==> src/rtl/pt2262_frame_tx.sv <==
// PT2262-style frame encoder: N_SYM tri-state code bits plus a sync bit per frame,
// repeated n_frames times, with slot-rate divider, abort and start/busy/done handshake.
module pt2262_frame_tx #(
    parameter int N_SYM = 12,
    parameter int DIV   = 16,
    parameter int REP_W = 4
) (
    input  logic                 clk,
    input  logic                 rst,
    input  logic                 i_start,
    input  logic                 i_abort,
    input  logic [2*N_SYM-1:0]   i_sym,
    input  logic [REP_W-1:0]     i_n_frames,
    output logic                 o_q,
    output logic                 o_busy,
    output logic                 o_done,
    output logic                 o_frame_end
);

    localparam int DIV_W = (DIV > 1) ? $clog2(DIV) : 1;
    localparam int IDX_W = (N_SYM > 1) ? $clog2(N_SYM) : 1;
    localparam logic [DIV_W-1:0] DIV_LAST = DIV_W'(DIV - 1);
    localparam logic [IDX_W-1:0] IDX_LAST = IDX_W'(N_SYM - 1);

    typedef enum logic [1:0] {IDLE, DATA, SYNC} state_t;

    state_t                    r_state;
    logic [DIV_W-1:0]          r_div;
    logic [6:0]                r_slot;
    logic [IDX_W-1:0]          r_idx;
    logic [REP_W-1:0]          r_frames;
    logic [N_SYM-1:0][1:0]     r_sym;
    logic                      r_q;
    logic                      r_busy;
    logic                      r_done;
    logic                      r_frame_end;

    state_t                    w_nstate;
    logic [6:0]                w_nslot;
    logic [IDX_W-1:0]          w_nidx;
    logic                      w_nq;
    logic                      w_slot_adv;
    logic                      w_sync_end;

    // Float is the zero pattern for slots 0..15 and the one pattern for 16..31.
    function automatic logic codeBit(input logic [1:0] s, input logic [4:0] slot);
        logic zeroBit;
        logic oneBit;
        zeroBit = (slot[3:2] == 2'b00);
        oneBit  = (slot[3:2] != 2'b11);
        case (s)
            2'b00:   codeBit = zeroBit;
            2'b01:   codeBit = oneBit;
            default: codeBit = slot[4] ? oneBit : zeroBit;
        endcase
    endfunction

    // Position the encoder moves to on the next slot boundary, and the q it will show there.
    always_comb begin
        w_nstate   = r_state;
        w_nslot    = r_slot;
        w_nidx     = r_idx;
        w_slot_adv = (r_div == DIV_LAST);
        w_sync_end = (r_state == SYNC) && (r_slot == 7'd127);
        case (r_state)
            DATA: begin
                if (r_slot == 7'd31) begin
                    w_nslot = 7'd0;
                    if (r_idx == IDX_LAST) begin
                        w_nstate = SYNC;
                        w_nidx   = '0;
                    end else begin
                        w_nidx = r_idx + 1'b1;
                    end
                end else begin
                    w_nslot = r_slot + 1'b1;
                end
            end
            SYNC: begin
                if (w_sync_end) begin
                    w_nslot  = 7'd0;
                    w_nidx   = '0;
                    w_nstate = (r_frames != '0) ? DATA : IDLE;
                end else begin
                    w_nslot = r_slot + 1'b1;
                end
            end
            default: ;
        endcase
        case (w_nstate)
            DATA:    w_nq = codeBit(r_sym[w_nidx], w_nslot[4:0]);
            SYNC:    w_nq = (w_nslot < 7'd4);
            default: w_nq = 1'b0;
        endcase
    end

    always_ff @(posedge clk) begin
        if (rst) begin
            r_state     <= IDLE;
            r_div       <= '0;
            r_slot      <= '0;
            r_idx       <= '0;
            r_frames    <= '0;
            r_sym       <= '0;
            r_q         <= 1'b0;
            r_busy      <= 1'b0;
            r_done      <= 1'b0;
            r_frame_end <= 1'b0;
        end else begin
            r_done      <= 1'b0;
            r_frame_end <= 1'b0;
            case (r_state)
                IDLE: begin
                    if (i_start) begin
                        r_state  <= DATA;
                        r_div    <= '0;
                        r_slot   <= '0;
                        r_idx    <= '0;
                        r_sym    <= i_sym;
                        r_frames <= (i_n_frames == '0) ? '0 : i_n_frames - 1'b1;
                        r_q      <= 1'b1;
                        r_busy   <= 1'b1;
                    end
                end
                default: begin
                    if (i_abort) begin
                        r_state  <= IDLE;
                        r_div    <= '0;
                        r_slot   <= '0;
                        r_idx    <= '0;
                        r_frames <= '0;
                        r_q      <= 1'b0;
                        r_busy   <= 1'b0;
                    end else if (w_slot_adv) begin
                        r_div   <= '0;
                        r_state <= w_nstate;
                        r_slot  <= w_nslot;
                        r_idx   <= w_nidx;
                        r_q     <= w_nq;
                        if (w_sync_end) begin
                            r_frame_end <= 1'b1;
                            if (r_frames != '0) begin
                                r_frames <= r_frames - 1'b1;
                            end else begin
                                r_busy <= 1'b0;
                                r_done <= 1'b1;
                            end
                        end
                    end else begin
                        r_div <= r_div + 1'b1;
                    end
                end
            endcase
        end
    end

    assign o_q         = r_q;
    assign o_busy      = r_busy;
    assign o_done      = r_done;
    assign o_frame_end = r_frame_end;

endmodule

==> config.mk <==
export PLATFORM = sky130hd
export DESIGN_NAME = pt2262_frame_tx
export DESIGN_NICKNAME = d
export VERILOG_FILES = /design/src/rtl/pt2262_frame_tx.sv
export SDC_FILE = /design/constraint.sdc
export NUM_CORES = 1
export LEC_CHECK = 0
export ABC_AREA = 1
export CORE_MARGIN = 10
export CORE_UTILIZATION = 49
export DETAILED_ROUTE_END_ITERATION = 6
export PLACE_DENSITY = 0.72
export SLEW_MARGIN = 25
export SYNTH_ARGS = -nofsm -noshare
export SYNTH_HDL_FRONTEND = slang
export SYNTH_SLANG_ARGS = --single-unit
==> constraint.sdc <==
create_clock -name clk -period 3.09 [get_ports clk]
set_clock_uncertainty 0.2 [all_clocks]
set_input_delay 0.618 -clock clk [delete_from_list [all_inputs] [get_ports clk]]
set_output_delay 0.618 -clock clk [all_outputs]
set_load 0.02 [all_outputs]
# == After elaboration in Yosys (flattened, before gate mapping) ==
# Index checks and enable logic that the tools add are counted.
# totals
register_bits,49
input_bits,32
output_inout_bits,4
word_cells,107
# op_classes
n_addsub,5
order_cmp,2
n_eq_ne,12
mux,50
bitwise,2
n_reduce_logical,15
# ops
operator,n
4-bit 2-to-1 mux,17
7-bit 2-to-1 mux,6
2-bit 2-to-1 mux,8
7-bit one-hot mux with 2 select lines,1
1-bit 2-to-1 mux,13
3-bit nonzero test,3
"4-bit by 1-bit adder with 4-bit output, second input constant",2
2-bit binary-select mux with 4-bit select,1
"4-bit == test, second input constant",2
4-bit one-hot mux with 2 select lines,1
4-bit AND reduction,2
"4-bit by 1-bit subtractor with 4-bit output, second input constant",2
"7-bit by 1-bit adder with 7-bit output, second input constant",1
"7-bit by 5-bit == test with 1-bit output, second input constant",1
"7-bit == test, second input constant",1
"7-bit by 3-bit less-than comparator with 1-bit output, second input constant",1
"2-bit by 1-bit == test with 1-bit output, second input constant",3
2-bit logical NOT,3
"4-bit by 5-bit less-than comparator with 1-bit output, second input constant",1
5-bit OR reduction,1
"2-bit == test, second input constant",2
4-bit logical NOT,1
"2-bit inequality test, second input constant",2
1-bit one-hot mux with 2 select lines,2
7 further kinds,9

# == Longest topological paths before layout ==
# Gate-level depths: netlist (run 1).
# logic_depth
ltp_word,12
depth_mapped,20

# == Least setup slack after synthesis (run 1) ==
# OpenSTA, ideal clock, no wires.
# synth_path
kind,reg2reg
from,register r_state[0]
to,register r_q (netlist: o_q)
arrival_time_ns,2.035
required_time_ns,2.824
slack_ns,0.789
path_stages_with_launch,18
period_less_slack_ns,2.301
cell_sequence,dfxtp_1 > inv_1 > ha_1 > nand2_1 > inv_1 > nand2_2 > o21ai_4 > buf_6 > nand2_1 > nand3_2 > nand3_2 > nand3_2 > nand2_1 > a21oi_1 > nand2_1 > nand2_1 > nand2_1 > a21oi_2
# synth_between
elab_chain_len,12
# synth_rtl
element,line_no,text
"start, declared",27,state_t r_state;
"start signal, assigned",136,r_state <= w_nstate;
2-bit == test,"64, 65",
1-bit logical AND,64,w_sync_end = (r_state == SYNC) && (r_slot == 7'd127);
4-bit 2-to-1 mux,80,if (w_sync_end) begin
4-bit one-hot mux with 2 select lines,65,case (r_state)
2-bit binary-select mux with 4-bit select,91,"DATA: w_nq = codeBit(r_sym[w_nidx], w_nslot[4:0]);"
2-bit 2-to-1 mux (implied by the code),91,
2-bit by 1-bit == test with 1-bit output / 2-bit logical NOT (equally long branches),51,case (s)
1-bit one-hot mux with 2 select lines,51,
1-bit one-hot mux with 2 select lines,90,case (w_nstate)
1-bit 2-to-1 mux,134,end else if (w_slot_adv) begin
1-bit 2-to-1 mux,126,if (i_abort) begin
1-bit 2-to-1 mux,112,case (r_state)
"end signal, assigned",139,r_q <= w_nq;
"end, declared",33,logic r_q;
# Parallel ways exist; a longest one is shown, timed or not. The select of a mux whose other input is x is not followed.
# A chain may end at the register's enable or synchronous reset.

# == Worst setup path in the final report (run 1) ==
# Same ends and word-level chain as after synthesis.

==> results.md, run 1 <==
* Max stage delay on crit path at about 0.44 ns
* Post-synthesis sequential area ratio at 0.357
* Post-synth EDFFs at 0
* Mux cell area share after synthesis at 0
* Synth Area in Simple Gates at 0.288
* Yosys top cell by area: dfxtp_1
* VDD IR-drop max at roughly 0.00028 V
* DP HPWL at 5.07 mm
* Hold Buf Count CTS at 0
* Initial antenna violation count at 0
* Clock transition at path regs at 0.10 ns
* Top cells by area, synth: dfxtp_1 36%, nand2_1 9.3%, nor2_1 7.6%, o21ai_0 7.6%, inv_1 7.1%
* GRT Total Usage at 0.149
* RD Place Congestion at 0.899
* Sequential share of power at 0.529
* Mapped Avg Cell Area at 6.79 µm²
* Clk pwr share at 0.288
* P&R area growth vs syn at 18.6%
* Hold Path Class: flip-flop to flip-flop
* IO Count at 36
* Number of CTS-inserted buffers at 5
* CTS Root Cell: clkbuf_8
* Core Region at 5470 µm²
* Fin. Hold Viols at 0
* Worst-Skew Late Latency at 0.31 ns
* Number of global-route vias before repair at around 2500
* Critical Path RT at 3.13 ns
* Final ANT Viol Nets at 0
* Most used cell, CP: nand2_1
* FFs w/ async S/R, synth at 0
* Chip width at between 90 and 100 µm
* R2R setup slack at 0.41 ns
* WS Path Type: flip-flop to flip-flop
* Die H at about 95 µm
* Run status: finished, final reports clean
* FF/Latch Area at 981 µm²
* Detailed-route wire length at between 6 and 7 mm
* Max cap viols at 0
* CTS max path bufs at 2
* Distinct cells, synth at 35
* Final WS setup at 0.405 ns
* Setup WS pre-CTS at about 0.47 ns
* Final Max Slew Viols at 0
* Die area at 9010 µm²
* Measured slew at the worst slew-check pin at 0.520 ns
* Top-area cell type share of the netlist area at 0.357
* Top layer in use: met4
* Top-count cell post-synth: nand2_1
* Filler cells at 529
* Mapped Area at approximately 2700 µm²
* Crit path launch type: flip-flop
* CTS tree: yes
* # DRC at 0
* Comb power frac at 0.183
* First-pass GRT wire length at 11.0 mm
* Port-buffer cells at 35
* Total power per unit cell area at 401 nW/µm²
* CTS Sinks at 49
* Critical-path top delay cell: ha_1
* Sum Neg Setup Slack at 0 ns
* Drt first pass iters at 5
* Slew margin rel. at 0.653
* Met1 Routed Length at 3.13 mm
* Multi-input logic area at 1500 µm²
* Final setup fails at 0
* # resized after CTS at 0
* F_max at 372 MHz
* PnR Total Power at 0.00131 W
* CP max FO at 17
* Initial DRC count at 186
* Post-synthesis register bit count at 49
* Synth Area in Adders at 0.0455
* Syn nets at 447
* Rows at 27
* Layout cells sized above 1 at 0.0794
* Largest net degree at the start of global routing at 37
* Post-synthesis cell count at between 400 and 500
* Main combinational cell family by area after synthesis: simple AND/OR/NAND/NOR gates
* Element type at the critical path end: flip-flop
* Synth Flop Type: dfxtp_1
* Via count at 2659
* Synth Area in Compound Gates at 0.195
* Synth cell count leaders: 68 x nand2_1, 56 x nor2_1, 52 x inv_1
* Pint at between 0.0009 and 0.001 W
* Met2 WL at approximately 3.0 mm
* Metal3 WL at 326 µm
* Antenna cells at 0
* Routed len/inst at 12.7 µm
* Layout Nets at 482
* CP Cell Sequence: inv_1, ha_1, nand2_1, inv_1, nand2_2, o21ai_4, nand2_1, nand3_2, nand3_2, nand3_2, nand2_1, a21oi_1, nand2_1, nand2_1, nand2_1, a21oi_2
* Clock H-tree levels at 2
* Starting Density at 0.502
* Crit path time final at roughly 2.7 ns
* Setup bufs post-CTS at 0
* Synth warn at 0
* Xor and xnor fraction of the mapped netlist area at 0.0159
* Unrepaired setup endpoints after global routing: false
* Crit share post-route at 0.869
* Via density at 5.18
* Arr. time, crit path at approximately 2.7 ns
* Net Switching at 0.000372 W
* Sw Ratio at 0.285
* Grt ovf at 0
* Static Leak at 1.35 nW
## layer usage
metal  GRT usage  up-vias
met5           0        -
met4      0.0511        0
met3      0.0397        6
met2       0.233       56
met1       0.194     1205
li1            -     1392
## sequential cells by signal, indices dropped and copies added (netlist names)
| name | cells |
|---|---|
| o_busy | 1 |
| o_frame_end | 1 |
| r_div | 4 |
| r_slot | 7 |
| o_done | 1 |
| r_sym | 24 |
| r_frames | 4 |
| o_q | 1 |
| r_state | 2 |
| r_idx | 4 |
## through the flow
step	std cells	util	hold WS [ns]	cell area, µm²
after floorplan	405	-	0.225	2750
after global placement	505	0.579	0.244	3170
after detailed placement	505	0.579	0.252	3170
after CTS	513	0.596	0.267	3260
after global routing	513	0.596	0.298	3260
final	513	0.596	0.263	3260
## power groups by stage
stage          sequential, W  clock [W]  combinational [W]
2_1_floorplan       0.000704          0           0.000149
3_3_place_gp        0.000705          0           0.000234
3_5_place_dp        0.000705          0           0.000238
4_1_cts             0.000691   0.000392           0.000239
5_1_grt             0.000696   0.000420           0.000274
6_report            0.000691   0.000377           0.000239
## cell type report
type | instances | share of cell area
well taps | 72 | 0.0276
flip-flops and latches | 49 | 0.301
clock buffers | 5 | 0.0211
multi-input cells | 287 | 0.459
repair buffers | 40 | 0.119
clock inverters | 3 | 0.00652
inverters | 57 | 0.0660
## critical path: cells and delay by family, from the launching register on
| kind | cells | cell delay [ns] |
|---|---|---|
| buf+inv | 2 | 0.19 |
| flops | 1 | 0.38 |
| fa+ha+maj | 1 | 0.44 |
| simple gates | 10 | 0.81 |
| compound gates | 3 | 0.62 |
## cells in the final DEF, fill, tap and decap left out, types with 2 or more instances in the layout
master,n
a21oi_1,28
a31oi_1,3
buf_4,5
clkbuf_8,5
clkdlybuf4s50_1,35
clkinv_2,2
dfxtp_1,49
ha_1,10
inv_1,52
inv_2,4
nand2_1,68
nand2_2,5
nand3_1,36
nand3_2,3
nand4_1,2
nor2_1,56
nor3_1,5
o211ai_1,2
o21ai_0,42
o22ai_1,8
xor2_1,5
## kinds of logic after synthesis
kind of cell	count (synthesis)
simple gates	179
buf+inv	69
xor+xnor	5
fa+ha+maj	10
flops	49
compound gates	93
## final timing paths
path	startpoint	endpoint	cells after the start
max	r_state[0]	o_q	16
min	r_sym[21]	r_sym[21]	2
max reg2reg	r_state[0]	o_q	16
min reg2reg	r_sym[21]	r_sym[21]	2
(Power assumes the default switching activity.)
==> inputs of run 2 (changes only) <==
- REMOVE_ABC_BUFFERS: default -> 1
==> results.md, run 2 (same netlist as run 1, synthesis figures left out) <==
* PnR Total Power at 0.00143 W
* # resized after CTS at 0
* Setup WS pre-CTS at between 0.4 and 0.5 ns
* Layout Nets at 481
* Port-buffer cells at 35
* Final Max Slew Viols at 0
* Metal3 WL at 375 µm
* Rows at 27
* # DRC at 0
* Setup bufs post-CTS at 0
* Routed len/inst at 13.1 µm
* Core Region at 5470 µm²
* DP HPWL at 5.09 mm
* Worst r2r src: r_state[0]
* Total power per unit cell area at 434 nW/µm²
* CTS Sinks at a little under 50
* Crit share post-route at 0.858
* Biggest regs: r_sym x24, r_slot x7
* Critical Path RT at 3.14 ns
* Top layer in use: met4
* Hold Buf Count CTS at 0
* First-pass GRT wire length at 11.6 mm
* IO Count at 36
* Most flops, register: r_sym
* Starting Density at 0.502
* Clock H-tree levels at 2
* Crit path time final at 2.65 ns
* Most frequent cells in the layout: 68 x nand2_1, 56 x nor2_1, 52 x inv_1, 49 x dfxtp_1, 42 x o21ai_0
* WS Path Type: flip-flop to flip-flop
* Chip width at 94.9 µm
* Initial DRC count at 163
* Die H at 94.9 µm
* Grt ovf at 0
* Number of CTS-inserted buffers at 5
* Static Leak at 1.36 nW
* F_max at about 380 MHz
* Drt first pass iters at 4
* Sum Neg Setup Slack at 0 ns
* Via count at 2620
* CTS tree: yes
* Slew margin rel. at 0.625
* Die area at 9010 µm²
* Met1 Routed Length at 3.02 mm
* Commonest non-fill, non-tap cell in the layout: nand2_1
* CP max FO at 17
* Arr. time, crit path at 2.70 ns
* Crit path launch type: flip-flop
* Antenna cells at 0
* GRT Total Usage at 0.157
* Fin. Hold Viols at 0
* Hold_sp: r_sym[21]
* Unrepaired setup endpoints after global routing: false
* Element type at the critical path end: flip-flop
* Number of global-route vias before repair at 2579
* Detailed-route wire length at 6.68 mm
* Largest net degree at the start of global routing at 38
* CTS max path bufs at 2
* Initial antenna violation count at 0
* Run status: finished, final reports clean
* Measured slew at the worst slew-check pin at 0.560 ns
* Final ANT Viol Nets at 0
* VDD IR-drop max at around 0.00024 V
* Met2 WL at 3.26 mm
* Layout cells sized above 1 at 0.0773
* P&R area growth vs syn at 19.6%
* Max cap viols at 0
* Via density at between 5 and 6
* Clock transition at path regs at 0.10 ns
* Final setup fails at 0
* Hold Path Class: flip-flop to flip-flop
* Final WS setup at between 0.4 and 0.5 ns
* RD Place Congestion at 0.912
* Largest register FFs at 24
* Critical path origin: r_state[0]
* CTS Root Cell: clkbuf_8
* Worst-Skew Late Latency at just over 0.3 ns
## run 2: metal layers
layer  vias up  GRT usage
met4         0     0.0486
li1       1386          -
met1      1171      0.185
met3         2     0.0389
met2        61      0.274
met5         -          0
## run 2: final cells by class
| type | count | area, µm² |
|---|---|---|
| fill | 534 | 2190 |
| multi-input combinational | 287 | 1500 |
| sequential | 49 | 981 |
| timing repair buffer | 39 | 380 |
| inverter | 57 | 215 |
| tap | 72 | 90.1 |
| clock buffer | 6 | 82.6 |
| clock inverter | 2 | 41.3 |
## run 2: stage by stage
step / instance area [µm²] / util / hold slack, ns / cells
floorplan: 2690 / - / 0.227 / 393
global placement: 3160 / 0.578 / 0.244 / 504
detailed placement: 3160 / 0.578 / 0.251 / 504
CTS: 3290 / 0.601 / 0.264 / 512
global route: 3290 / 0.601 / 0.290 / 512
finish: 3290 / 0.601 / 0.261 / 512
## run 2: critical path, cell delays in order, from the launching register on
cell and delay, ns:
dfxtp_1 0.39, inv_1 0.10, ha_1 0.42, nand2_1 0.10, inv_1 0.10, nand2_2 0.09
o21ai_4 0.37, nand2_1 0.11, nand3_1 0.09, nand3_1 0.09, nand3_2 0.07, nand2_1 0.06
a21oi_1 0.12, nand2_1 0.06, nand2_1 0.06, nand2_1 0.06, a21oi_2 0.10
## run 2: where the power goes
part | switching (W) | internal (W)
Sequential | 0.0000189 | 0.000671
Combinational | 0.000137 | 0.000102
Clock | 0.000230 | 0.000269
Total | 0.000386 | 0.00104
## run 2: worst paths after layout
check / cells after the start / to / slack [ns]
max: 16 / o_q / 0.44
min: 2 / r_sym[21] / 0.26
max reg2reg: 16 / o_q / 0.44
min reg2reg: 2 / r_sym[21] / 0.26
